===== config.mk =====
export PLATFORM = sky130hd
export DESIGN_NAME = if_stage_mo
export DESIGN_NICKNAME = d
export VERILOG_FILES = /design/src/rtl/if_stage_mo.sv
export SDC_FILE = /design/constraint.sdc
export NUM_CORES = 1
export LEC_CHECK = 0
export BUFFER_PORTS_ARGS = -buffer_cell sky130_fd_sc_hd__buf_2
export CAP_MARGIN = 10
export CELL_PAD_IN_SITES_DETAIL_PLACEMENT = 1
export CELL_PAD_IN_SITES_GLOBAL_PLACEMENT = 1
export CORE_MARGIN = 10
export CORE_UTILIZATION = 27
export DETAILED_ROUTE_END_ITERATION = 8
export GPL_TIMING_DRIVEN = 0
export PLACE_DENSITY_LB_ADDON = 0.1
export SLEW_MARGIN = 30
export SYNTH_ARGS = -nofsm -noshare
export SYNTH_HDL_FRONTEND = slang
export SYNTH_SLANG_ARGS = --single-unit

===== constraint.sdc =====
create_clock -name clk -period 3.8 [get_ports clk]
set_input_delay 0.38 -clock clk [delete_from_list [all_inputs] [get_ports clk]]
set_output_delay 0.38 -clock clk [all_outputs]
set_load 0.01 [all_outputs]

===== src/rtl/if_stage_mo.sv =====
// Multi-outstanding instruction-fetch stage with a credit-checked instruction buffer and a
// discard counter for squashing stale returns. Defining IF_BYPASS_EN enables same-cycle return bypass.
module if_stage_mo #(
   parameter int          MAX_OUTSTANDING = 2,
   parameter int          IBUF_DEPTH      = 4,
   parameter logic [31:0] RESET_PC        = 32'h1c000000
) (
   input  logic        clk,
   input  logic        resetn,
   output logic        inst_sram_req,
   output logic        inst_sram_wr,
   output logic [3:0]  inst_sram_wstrb,
   output logic [31:0] inst_sram_wdata,
   output logic [1:0]  inst_sram_size,
   output logic [31:0] inst_sram_addr,
   input  logic        inst_sram_addr_ok,
   input  logic        inst_sram_data_ok,
   input  logic [31:0] inst_sram_rdata,
   input  logic        ds_allowin,
   input  logic        br_stall,
   input  logic        br_taken,
   input  logic [31:0] br_target,
   input  logic        wb_ex,
   input  logic [31:0] ex_entry,
   input  logic        ertn_flush,
   input  logic [31:0] ertn_entry,
   output logic        fs_to_ds_valid,
   output logic [64:0] fs_to_ds_bus
);

   localparam int CW = $clog2(MAX_OUTSTANDING + 1);
   localparam int PW = (MAX_OUTSTANDING > 1) ? $clog2(MAX_OUTSTANDING) : 1;
   localparam int BW = (IBUF_DEPTH > 1) ? $clog2(IBUF_DEPTH) : 1;
   localparam int NW = $clog2(IBUF_DEPTH + 1);
   localparam int SW = NW + 1;

   logic [31:0]   fetch_pc;
   logic [CW-1:0] inflight;
   logic [CW-1:0] discard_cnt;
   logic          halt;

   logic [31:0]   pc_fifo [MAX_OUTSTANDING];
   logic [PW-1:0] pc_wr;
   logic [PW-1:0] pc_rd;

   logic [64:0]   ibuf [IBUF_DEPTH];
   logic [BW-1:0] ib_wr;
   logic [BW-1:0] ib_rd;
   logic [NW-1:0] ib_count;

   logic          redirect;
   logic [31:0]   redirect_pc;
   logic          pc_aligned;
   logic          credit_ok;
   logic          fire;
   logic          ret_keep;
   logic          ret_push;
   logic          adef_push;
   logic          ib_push;
   logic          ib_pop;
   logic          ib_empty;
   logic          ib_full;
   logic [64:0]   ib_wdata;
   logic [31:0]   pc_head;

   function automatic logic [PW-1:0] pc_ptr_next(input logic [PW-1:0] p);
      return (p == PW'(MAX_OUTSTANDING - 1)) ? '0 : p + 1'b1;
   endfunction

   assign inst_sram_wr    = 1'b0;
   assign inst_sram_wstrb = 4'h0;
   assign inst_sram_wdata = 32'h0;
   assign inst_sram_size  = 2'b10;
   assign inst_sram_addr  = fetch_pc;

   assign redirect    = wb_ex | ertn_flush | br_taken;
   assign redirect_pc = wb_ex ? ex_entry : (ertn_flush ? ertn_entry : br_target);
   assign pc_aligned  = (fetch_pc[1:0] == 2'b00);
   assign ib_empty    = (ib_count == '0);
   assign ib_full     = (ib_count == NW'(IBUF_DEPTH));
   assign pc_head     = pc_fifo[pc_rd];

   // Every issued request must already own an ibuf slot, so returns can never overflow it.
   assign credit_ok = (inflight < CW'(MAX_OUTSTANDING)) &&
                      ((SW'(ib_count) + SW'(inflight)) < SW'(IBUF_DEPTH));

   assign inst_sram_req = resetn & ~redirect & ~br_stall & ~halt & pc_aligned & credit_ok;
   assign fire          = inst_sram_req & inst_sram_addr_ok;

   assign ret_keep  = inst_sram_data_ok & (discard_cnt == '0) & ~redirect;
   assign adef_push = ~pc_aligned & ~halt & ~redirect & (inflight == '0) &
                      (discard_cnt == '0) & ~ib_full;

`ifdef IF_BYPASS_EN
   logic bypass;
   assign bypass         = ret_keep & ib_empty;
   assign fs_to_ds_valid = ~ib_empty | bypass;
   assign fs_to_ds_bus   = bypass ? {1'b0, inst_sram_rdata, pc_head} : ibuf[ib_rd];
   assign ret_push       = ret_keep & ~(bypass & ds_allowin);
`else
   assign fs_to_ds_valid = ~ib_empty;
   assign fs_to_ds_bus   = ibuf[ib_rd];
   assign ret_push       = ret_keep;
`endif

   assign ib_pop   = ~ib_empty & ds_allowin;
   assign ib_push  = ret_push | adef_push;
   assign ib_wdata = ret_push ? {1'b0, inst_sram_rdata, pc_head} : {1'b1, 32'h0, fetch_pc};

   always_ff @(posedge clk or negedge resetn) begin
      if (!resetn) begin
         fetch_pc <= RESET_PC;
         halt     <= 1'b0;
      end else if (redirect) begin
         fetch_pc <= redirect_pc;
         halt     <= 1'b0;
      end else begin
         if (fire)
            fetch_pc <= fetch_pc + 32'd4;
         if (adef_push)
            halt <= 1'b1;
      end
   end

   // After a redirect every return still in flight is stale, including any arriving this cycle.
   always_ff @(posedge clk or negedge resetn) begin
      if (!resetn) begin
         inflight    <= '0;
         discard_cnt <= '0;
      end else begin
         inflight <= inflight + CW'(fire) - CW'(inst_sram_data_ok);
         if (redirect)
            discard_cnt <= inflight + CW'(fire) - CW'(inst_sram_data_ok);
         else if (inst_sram_data_ok && (discard_cnt != '0))
            discard_cnt <= discard_cnt - 1'b1;
      end
   end

   always_ff @(posedge clk or negedge resetn) begin
      if (!resetn) begin
         pc_wr <= '0;
         pc_rd <= '0;
      end else begin
         if (fire)
            pc_wr <= pc_ptr_next(pc_wr);
         if (inst_sram_data_ok)
            pc_rd <= pc_ptr_next(pc_rd);
      end
   end

   always_ff @(posedge clk) begin
      if (fire)
         pc_fifo[pc_wr] <= fetch_pc;
   end

   always_ff @(posedge clk or negedge resetn) begin
      if (!resetn) begin
         ib_wr    <= '0;
         ib_rd    <= '0;
         ib_count <= '0;
      end else if (redirect) begin
         ib_wr    <= '0;
         ib_rd    <= '0;
         ib_count <= '0;
      end else begin
         if (ib_push)
            ib_wr <= ib_wr + 1'b1;
         if (ib_pop)
            ib_rd <= ib_rd + 1'b1;
         ib_count <= ib_count + NW'(ib_push) - NW'(ib_pop);
      end
   end

   always_ff @(posedge clk) begin
      if (ib_push && !redirect)
         ibuf[ib_wr] <= ib_wdata;
   end

endmodule


==> impl_metrics.ini, run 1 <==
[cts]
clk_path_buf_depth = 3
numCtsBuffers = 42
cts_tree = built
clk_latency_ps = 570
cts_root_buffer = clkbuf_16
clk_pin_slew_ps = 60
cts_hold_buf = 1
cts_num_sinks = 370
cts-resized-gates = 0
ctsHtreeMaxLevel = 2
postCtsSetupBuffers = 0

[synth]
synth_flop_cell = edfxtp_1
synth-seq-cells = 370
synth_top_family_by_area = multiplexers
syn_inst = 1006
ys_seq_area_share_pct = 68.8
synth.distinct_cells = 61
syn_area_sq_um = 15800
synthSimpleGateAreaFrac_pct = 7.01
yosysWarningCount = 0
synth_fa_ha_area_share_pct = 0.918
synth-compound-area-share_pct = 7.15
synth.area.mux_share_pct = 11.7
synthArstFlopShare_pct = 12.4
syn_avg_cell_area_sq_um = 15.7
synth_xor_area_share_pct = 0.776
synth-edff-count = 324

[finish]
final_cell_mix = 324 x edfxtp_1, 249 x buf_2, 72 x nand2_1, 67 x o21ai_0, 65 x mux4_2
fillers = 6132
layout.nets = 1480
drive_above_1_share_pct = 32.3
final_common_cell = edfxtp_1
stdcell_area_sq_um = 19600
n_antenna_cell = 0
syn_to_final_growth_pct = 23.9

[outcome]
outcome = finished clean

[floorplan]
io_pins = 275
die_h_microns = 262
dieArea_sq_um = 68600
rows = 88
core-area_sq_um = 57800
start_util_pct = 27.4
die_w_microns = 262

[worst_hold_path]
holdCritStartpoint = ex_entry[2]
hold_class = in -> reg

[grt]
antenna_found_initial = 0
grt.overflow.total = 0
grt_pass1_wl_microns = 71400
grt_max_degree = 49
track_usage_pct = 13.9
grt_pass1_vias = 10841

[placed_design]
gp_congestion = 0.784
dp_hpwl_microns = 34300
placed_area_sq_um = 18300
pre_cts_ws_ps = 284
port_buffers = 235

[worst_setup_path]
crit_arrival_ps = 2850
setup.worst_path.class = reg -> out
start_kind = flip-flop
rr_startpoint = ib_count[1]
setup.worst_path.start = ib_rd[1]
cp.required_ps = 3420
critical_path_peak_fanout = 10
end_kind = primary output

[detailed_routing]
drtAntennaViolNets = 0
drt-total-wl_microns = 48100
vias_per_cell = 4.56
first_iter_violations = 477
drc_errors = 0
firstDrtPassIters = 4
wl_per_cell_microns = 22.6
num_vias = 9715

[timing]
setup_ws_ps = 572
min_period_over_period_pct = 85.0
finalSetupViolCount = 0
finalHoldViolations = 0
worstMarginPinSlew_ps = 966
fin_crit_ps = 3230
rsz0062_at_grt = false
fin_skew_ps = 22.1
fmax_ghz = 0.310
slew_headroom_pct = 35.6
slew_viol_final = 0

[flow_run]
drv_cap = 0

[power_and_ir_drop]
power_leakage_uw = 0.00724
peakVddDrop_mv = 0.307
power_density_nw_per_um2 = 488
[report_power, final]
group | switching [uW] | internal [uW]
combinational | 584 | 407
clock | 1630 | 2220
sequential | 144 | 4570
[metrics by stage]
step	setup TNS, ps	total power (uW)	hold WS, ps	utilization (%)	cells
4_1_cts	0	9740	62.5	33.9	2129
3_3_place_gp	-534080	5790	474	31.3	2043
2_1_floorplan	0	5350	84.4	-	1043
5_1_grt	0	9990	105	33.9	2129
6_report	0	9550	101	33.9	2129
3_5_place_dp	0	5820	478	31.7	2052
[state kept, by name, summed over array words and instances, names as in the netlist]
register	count
inst_sram_addr	32
ib_count	3
pc_wr	1
pc_fifo	64
discard_cnt	2
pc_rd	1
halt	1
ib_wr	2
ib_rd	2
ibuf	260
inflight	2
[cells by family after synthesis]
family | count (synthesis)
buffers and inverters | 107
AOI/OAI and AO/OA | 181
adders and majority gates | 11
muxes | 103
xor gates and xnor gates | 14
DFF | 370
other | 2
and+or+nand+nor | 218
[critical path, cell delays in order (launching register included)]
cell,delay [ps]
dfrtp_1,350
clkbuf_1,660
buf_1,640
mux4_2,460
buf_2,170
[final timing paths]
kind,endpoint,slack [ps],cells after the start
min in group asynchronous,inst_sram_addr[10],410,2
max,fs_to_ds_bus[15],570,4
min,inst_sram_addr[2],100,3
min reg2reg,pc_fifo[0][24],510,0
max in group asynchronous,inst_sram_addr[29],2900,2
max reg2reg,discard_cnt[1],820,12
[layout make-up]
cell class / instances / area [sq um] / area share (%)
clock buffer: 58 / 1130 / 5.77
multi-input combinational: 566 / 4530 / 23.1
timing repair buffer: 245 / 1380 / 7.02
clock inverter: 18 / 151 / 0.773
inverter: 13 / 48.8 / 0.249
buffer: 94 / 519 / 2.65
tap: 765 / 957 / 4.89
sequential: 370 / 10900 / 55.5
[cells in the mapped netlist (all sizes together), types with 9 or more instances]
master | number | area, sq um
mux2i | 37 | 370
and2 | 41 | 257
dfrtp | 43 | 1080
ha | 10 | 125
inv | 13 | 48.8
nor2 | 37 | 139
mux4 | 65 | 1460
buf | 59 | 387
a22oi | 17 | 128
clkbuf | 35 | 131
nand2 | 72 | 270
a31oi | 10 | 62.6
nor3 | 12 | 75.1
a21oi | 31 | 155
o21ai | 68 | 340
and3 | 9 | 56.3
edfxtp | 324 | 9730
nand3 | 19 | 100
[layer usage]
layer	share of wire [%]	track usage, %	up-vias
met4	1.8	3.46	0
met5	0	0	-
met3	6.8	4.09	52
li1	-	-	4513
met1	44	17.7	4896
met2	47	22.9	254
No activity file was read; power rests on OpenSTA's default activity.
==> run 2: changes to the inputs <==
- clock period: 3.8 -> 3.25 ns (I/O delays scaled with it)
==> run 2 against run 1 <==
Effect of this change: sequential share of layout area shrank 0.26 points; wire length grew 0.51%; clock power grew 17%; flip-flop and latch count is the same; die area is the same; utilization grew 0.16 points; critical endpoint is now fs_to_ds_bus[47]; highest routed layer unchanged.
==> impl_metrics.ini, run 2 (synthesis results as in run 1) <==
[grt]
grt_max_degree = 49
grt.overflow.total = 0
antenna_found_initial = 0
grt_pass1_wl_microns = 72300
grt_pass1_vias = 11081
track_usage_pct = 14.0

[floorplan]
rows = 88
start_util_pct = 27.4
io_pins = 275
dieArea_sq_um = 68600
die_w_microns = 262
core-area_sq_um = 57800
die_h_microns = 262

[cts]
clk_latency_ps = 560
clk_pin_slew_ps = 60
cts_num_sinks = 370
ctsHtreeMaxLevel = 2
cts_tree = built
postCtsSetupBuffers = 0
clk_path_buf_depth = 3
cts_root_buffer = clkbuf_16
numCtsBuffers = 43

[worst_setup_path]
rr_startpoint = inflight[1]
cp.required_ps = 2920
crit_arrival_ps = 2650
critical_path_peak_fanout = 10
end_kind = primary output
setup.worst_path.class = reg -> out
start_kind = flip-flop
setup.worst_path.start = ib_rd[1]

[finish]
largest_register_ffs = 260
final_common_cell = edfxtp_1
final_cell_mix = 324 x edfxtp_1, 247 x buf_2, 72 x nand2_1, 67 x o21ai_0, 65 x mux4_2
syn_to_final_growth_pct = 24.5
n_antenna_cell = 0
final_util_pct = 34.1
regMostFlops = ibuf
multi_input_area_sq_um = 4540
fillers = 6094
layout.nets = 1482
stdcell_area_sq_um = 19700
drive_above_1_share_pct = 32.6
register_area_sq_um = 10900

[timing]
fin_tns_setup_ps = 0
fin_crit_ps = 2980
fin_skew_ps = 13.5
min_period_over_period_pct = 91.6
finalSetupViolCount = 0
worstMarginPinSlew_ps = 955
fmax_ghz = 0.336
slew_viol_final = 0
rsz0062_at_grt = false
finalHoldViolations = 0
slew_headroom_pct = 35.7

[placed_design]
dp_hpwl_microns = 34600
gp_congestion = 0.777
placed_area_sq_um = 18300
port_buffers = 235

[worst_hold_path]
hold_class = in -> reg
holdCritStartpoint = ex_entry[6]

[power_and_ir_drop]
power_density_nw_per_um2 = 569
peakVddDrop_mv = 0.316
power_leakage_uw = 0.00729

[detailed_routing]
vias_per_cell = 4.61
first_iter_violations = 596
drt-total-wl_microns = 48300
drtAntennaViolNets = 0
num_vias = 9826
firstDrtPassIters = 4
wl_per_cell_microns = 22.7
drc_errors = 0

[flow_run]
drv_cap = 0

[outcome]
outcome = finished clean
==> run 2: final cells by class <==
cell class	count	area share [%]
clock inverters	16	0.496
clock buffers	61	6.13
inverters	13	0.248
plain buffers	94	2.69
repair buffers	246	7.21
multi-input cells	566	23.1
flip-flops and latches	370	55.3
well taps	765	4.86
==> run 2: per-stage QoR <==
stage,cells,hold slack (ps),power [uW],setup slack [ps]
3_3_place_gp,2043,494,6770,-1290
2_1_floorplan,1043,29.4,6260,523
5_1_grt,2131,67.3,11700,58.6
4_1_cts,2131,13.1,11400,8.32
6_report,2131,48.8,11200,274
3_5_place_dp,2053,430,6810,-46.7
==> run 2: power breakdown <==
part	internal, uW	leakage, uW	switching [uW]
Combinational	478	0.00298	692
Sequential	5350	0.00368	170
Clock	2650	0.000629	1860
==> run 2: routing by layer <==
layer  share of wire [%]  up-vias  global-route usage [%]
met3                 6.8       53                    4.26
met2                  49      259                    23.5
met5                   0        -                       0
met4                 1.8        0                    3.37
li1                    -     4506                       -
met1                  42     5008                    17.4
==> run 2: repair_timing <==
item / CTS / global route
hold buffers: 1 / 0
resized for setup: 1 / 8
endpoints found under the hold margin: 43 / 0
endpoints found under the setup margin: 1 / 16
pin swaps: 0 / 0
==> run 2: worst paths after layout <==
path	to	slack, ps	cells past startpoint
max in group asynchronous	inst_sram_addr[25]	2410	2
setup / recovery	fs_to_ds_bus[47]	270	4
hold reg to reg	halt	520	2
setup reg to reg	ibuf[3][36]	350	7
min in group asynchronous	inst_sram_addr[1]	370	2
hold / removal	inst_sram_addr[6]	50	3
==> run 2: worst max-delay path, cell delays in order (launching register included) <==
cell and delay, ps:
dfrtp_1 360, clkbuf_1 590, clkbuf_1 560, mux4_2 430, buf_2 160
==> run 3: changes to the inputs <==
- CTS_BUF_LIST: default -> sky130_fd_sc_hd__clkbuf_4 sky130_fd_sc_hd__clkbuf_8
==> run 3 against run 2 <==
Effect of this change: worst setup slack better by 26 ps; fmax up 0.89%; clock skew up 17 ps; largest power group unchanged; highest routed layer unchanged.
==> impl_metrics.ini, run 3 (synthesis results as in run 1) <==
[floorplan]
die_w_microns = 262
dieArea_sq_um = 68600
io_pins = 275
core-area_sq_um = 57800
die_h_microns = 262
rows = 88
start_util_pct = 27.4

[placed_design]
dp_hpwl_microns = 34600
gp_congestion = 0.777
dp.cells = 2053
placed_area_sq_um = 18300
port_buffers = 235

[power_and_ir_drop]
peakVddDrop_mv = 0.179
power_leakage_uw = 0.00738
power_density_nw_per_um2 = 560

[grt]
use_met3_pct = 4.34
antenna_found_initial = 1
grt.overflow.total = 0
track_usage_pct = 14.2
grtUsageMet1_pct = 17.4
grtUsageMet2_pct = 23.8
grt_pass1_wl_microns = 73300
grt_max_degree = 49
grt_pass1_vias = 11405
busiest_layer = met2

[finish]
final_cell_mix = 324 x edfxtp_1, 248 x buf_2, 72 x nand2_1, 68 x clkbuf_8, 67 x o21ai_0
stdcell_area_sq_um = 19800
fin_cells = 2185
layout.nets = 1514
syn_to_final_growth_pct = 25.3
final_common_cell = edfxtp_1
regMostFlops = ibuf
largest_register_ffs = 260
final_util_pct = 34.3
drive_above_1_share_pct = 35.0

[cts]
clk_pin_slew_ps = 60
clk_latency_ps = 610
cts_root_buffer = clkbuf_8
postCtsSetupBuffers = 0
numCtsBuffers = 67
cts_tree = built
clk_path_buf_depth = 3
ctsHtreeMaxLevel = 3
cts_num_sinks = 370

[worst_setup_path]
cp_cell_sequence = clkbuf_1 > buf_2 > buf_4 > mux4_2 > buf_2
critical_path_peak_fanout = 10
r2r-end = ibuf[3][40]
rr_startpoint = inflight[1]
setup.worst_path.class = reg -> out
r2r_slack_ps = 350
cp.required_ps = 2920
crit_arrival_ps = 2620
max_stage_delay_ps = 550
cpMostUsedCell = buf_2
r2r_cells = 7
end_kind = primary output
cp_slowest_cell = mux4_2
start_kind = flip-flop

[timing]
slew_headroom_pct = 36.4
fin_skew_ps = 30.1
worstMarginPinSlew_ps = 945
min_period_over_period_pct = 90.8
slew_viol_final = 0
finalSetupViolCount = 0
fin_tns_setup_ps = 0
finalHoldViolations = 0
fin_crit_ps = 2950
rsz0062_at_grt = false
fmax_ghz = 0.339

[flow_run]
drv_cap = 0

[detailed_routing]
drc_errors = 0
num_vias = 9987
drtAntennaViolNets = 0
vias_per_cell = 4.57
drt-total-wl_microns = 48800
first_iter_violations = 583
wl_per_cell_microns = 22.3
firstDrtPassIters = 4

[outcome]
outcome = finished clean

[worst_hold_path]
hold_class = in -> reg
holdPathStages = 3
holdCritStartpoint = ex_entry[30]
whs_endpoint = inst_sram_addr[30]
run 3: changes by cell type in the layout (fill, tap and decap cells not counted), moves of 3 or more:
| cell | delta |
|---|---|
| clkbuf_8 | +66 |
| clkbuf_16 | -45 |
| clkbuf_4 | +20 |
| clkbuf_1 | -15 |
| dlygate4sd3_1 | +9 |
| clkinv_1 | +7 |
| clkinvlp_4 | +4 |
| buf_4 | +3 |
run 3: layout make-up:
class	count	area, sq um
inverters	13	48.8
plain buffers	93	533
fillers	6111	38000
multi-input cells	566	4540
diodes	1	2.50
repair buffers	255	1510
well taps	765	957
clock buffers	91	1110
clock inverters	31	228
flip-flops and latches	370	10900
run 3: how the worst max path moves through the flow:
| stage | start | end | slack (ps) | cells past startpoint |
|---|---|---|---|---|
| 2_1_floorplan | ib_count[1] | pc_fifo[0][0] | 520 | 6 |
| 3_3_place_gp | resetn | pc_fifo[0][19] | -1290 | 5 |
| 3_5_place_dp | br_taken | ibuf[1][20] | -50 | 7 |
| 4_1_cts | ib_rd[0] | fs_to_ds_bus[17] | 1 | 4 |
| 5_1_grt | ib_rd[0] | fs_to_ds_bus[42] | 60 | 5 |
| 6_report | ib_rd[0] | fs_to_ds_bus[47] | 300 | 5 |
run 3: critical path: cells and delay by family, from the launching register on:
kind / cells / cell delay (ps)
muxes: 1 / 550
DFF: 1 / 320
buffers and inverters: 4 / 1130
run 3: layer usage:
| layer | vias to the layer above | routed length [microns] |
|---|---|---|
| met5 | - | 0 |
| li1 | 4589 | - |
| met1 | 5042 | 20500 |
| met4 | 0 | 803 |
| met3 | 63 | 3590 |
| met2 | 293 | 23800 |
run 3: what timing repair did:
action | CTS | global route
resized for setup | 7 | 3
cloned | 0 | 0
endpoints found under the setup margin | 37 | 7
endpoints found under the hold margin | 52 | 0
hold buffers | 10 | 0
pin swaps | 0 | 1
run 3: stage by stage:
step | setup WS (ps) | total power [uW] | hold WS [ps]
floorplan | 523 | 6260 | 29.4
global placement | -1290 | 6770 | 494
detailed placement | -46.7 | 6810 | 430
CTS | 1.45 | 11300 | 1.13
global route | 57.2 | 11700 | 24.6
finish | 300 | 11100 | 53.5
run 3: power by group:
group | internal [uW] | switching, uW
Clock | 2460 | 1940
Sequential | 5350 | 168
Combinational | 485 | 690
Total | 8290 | 2800
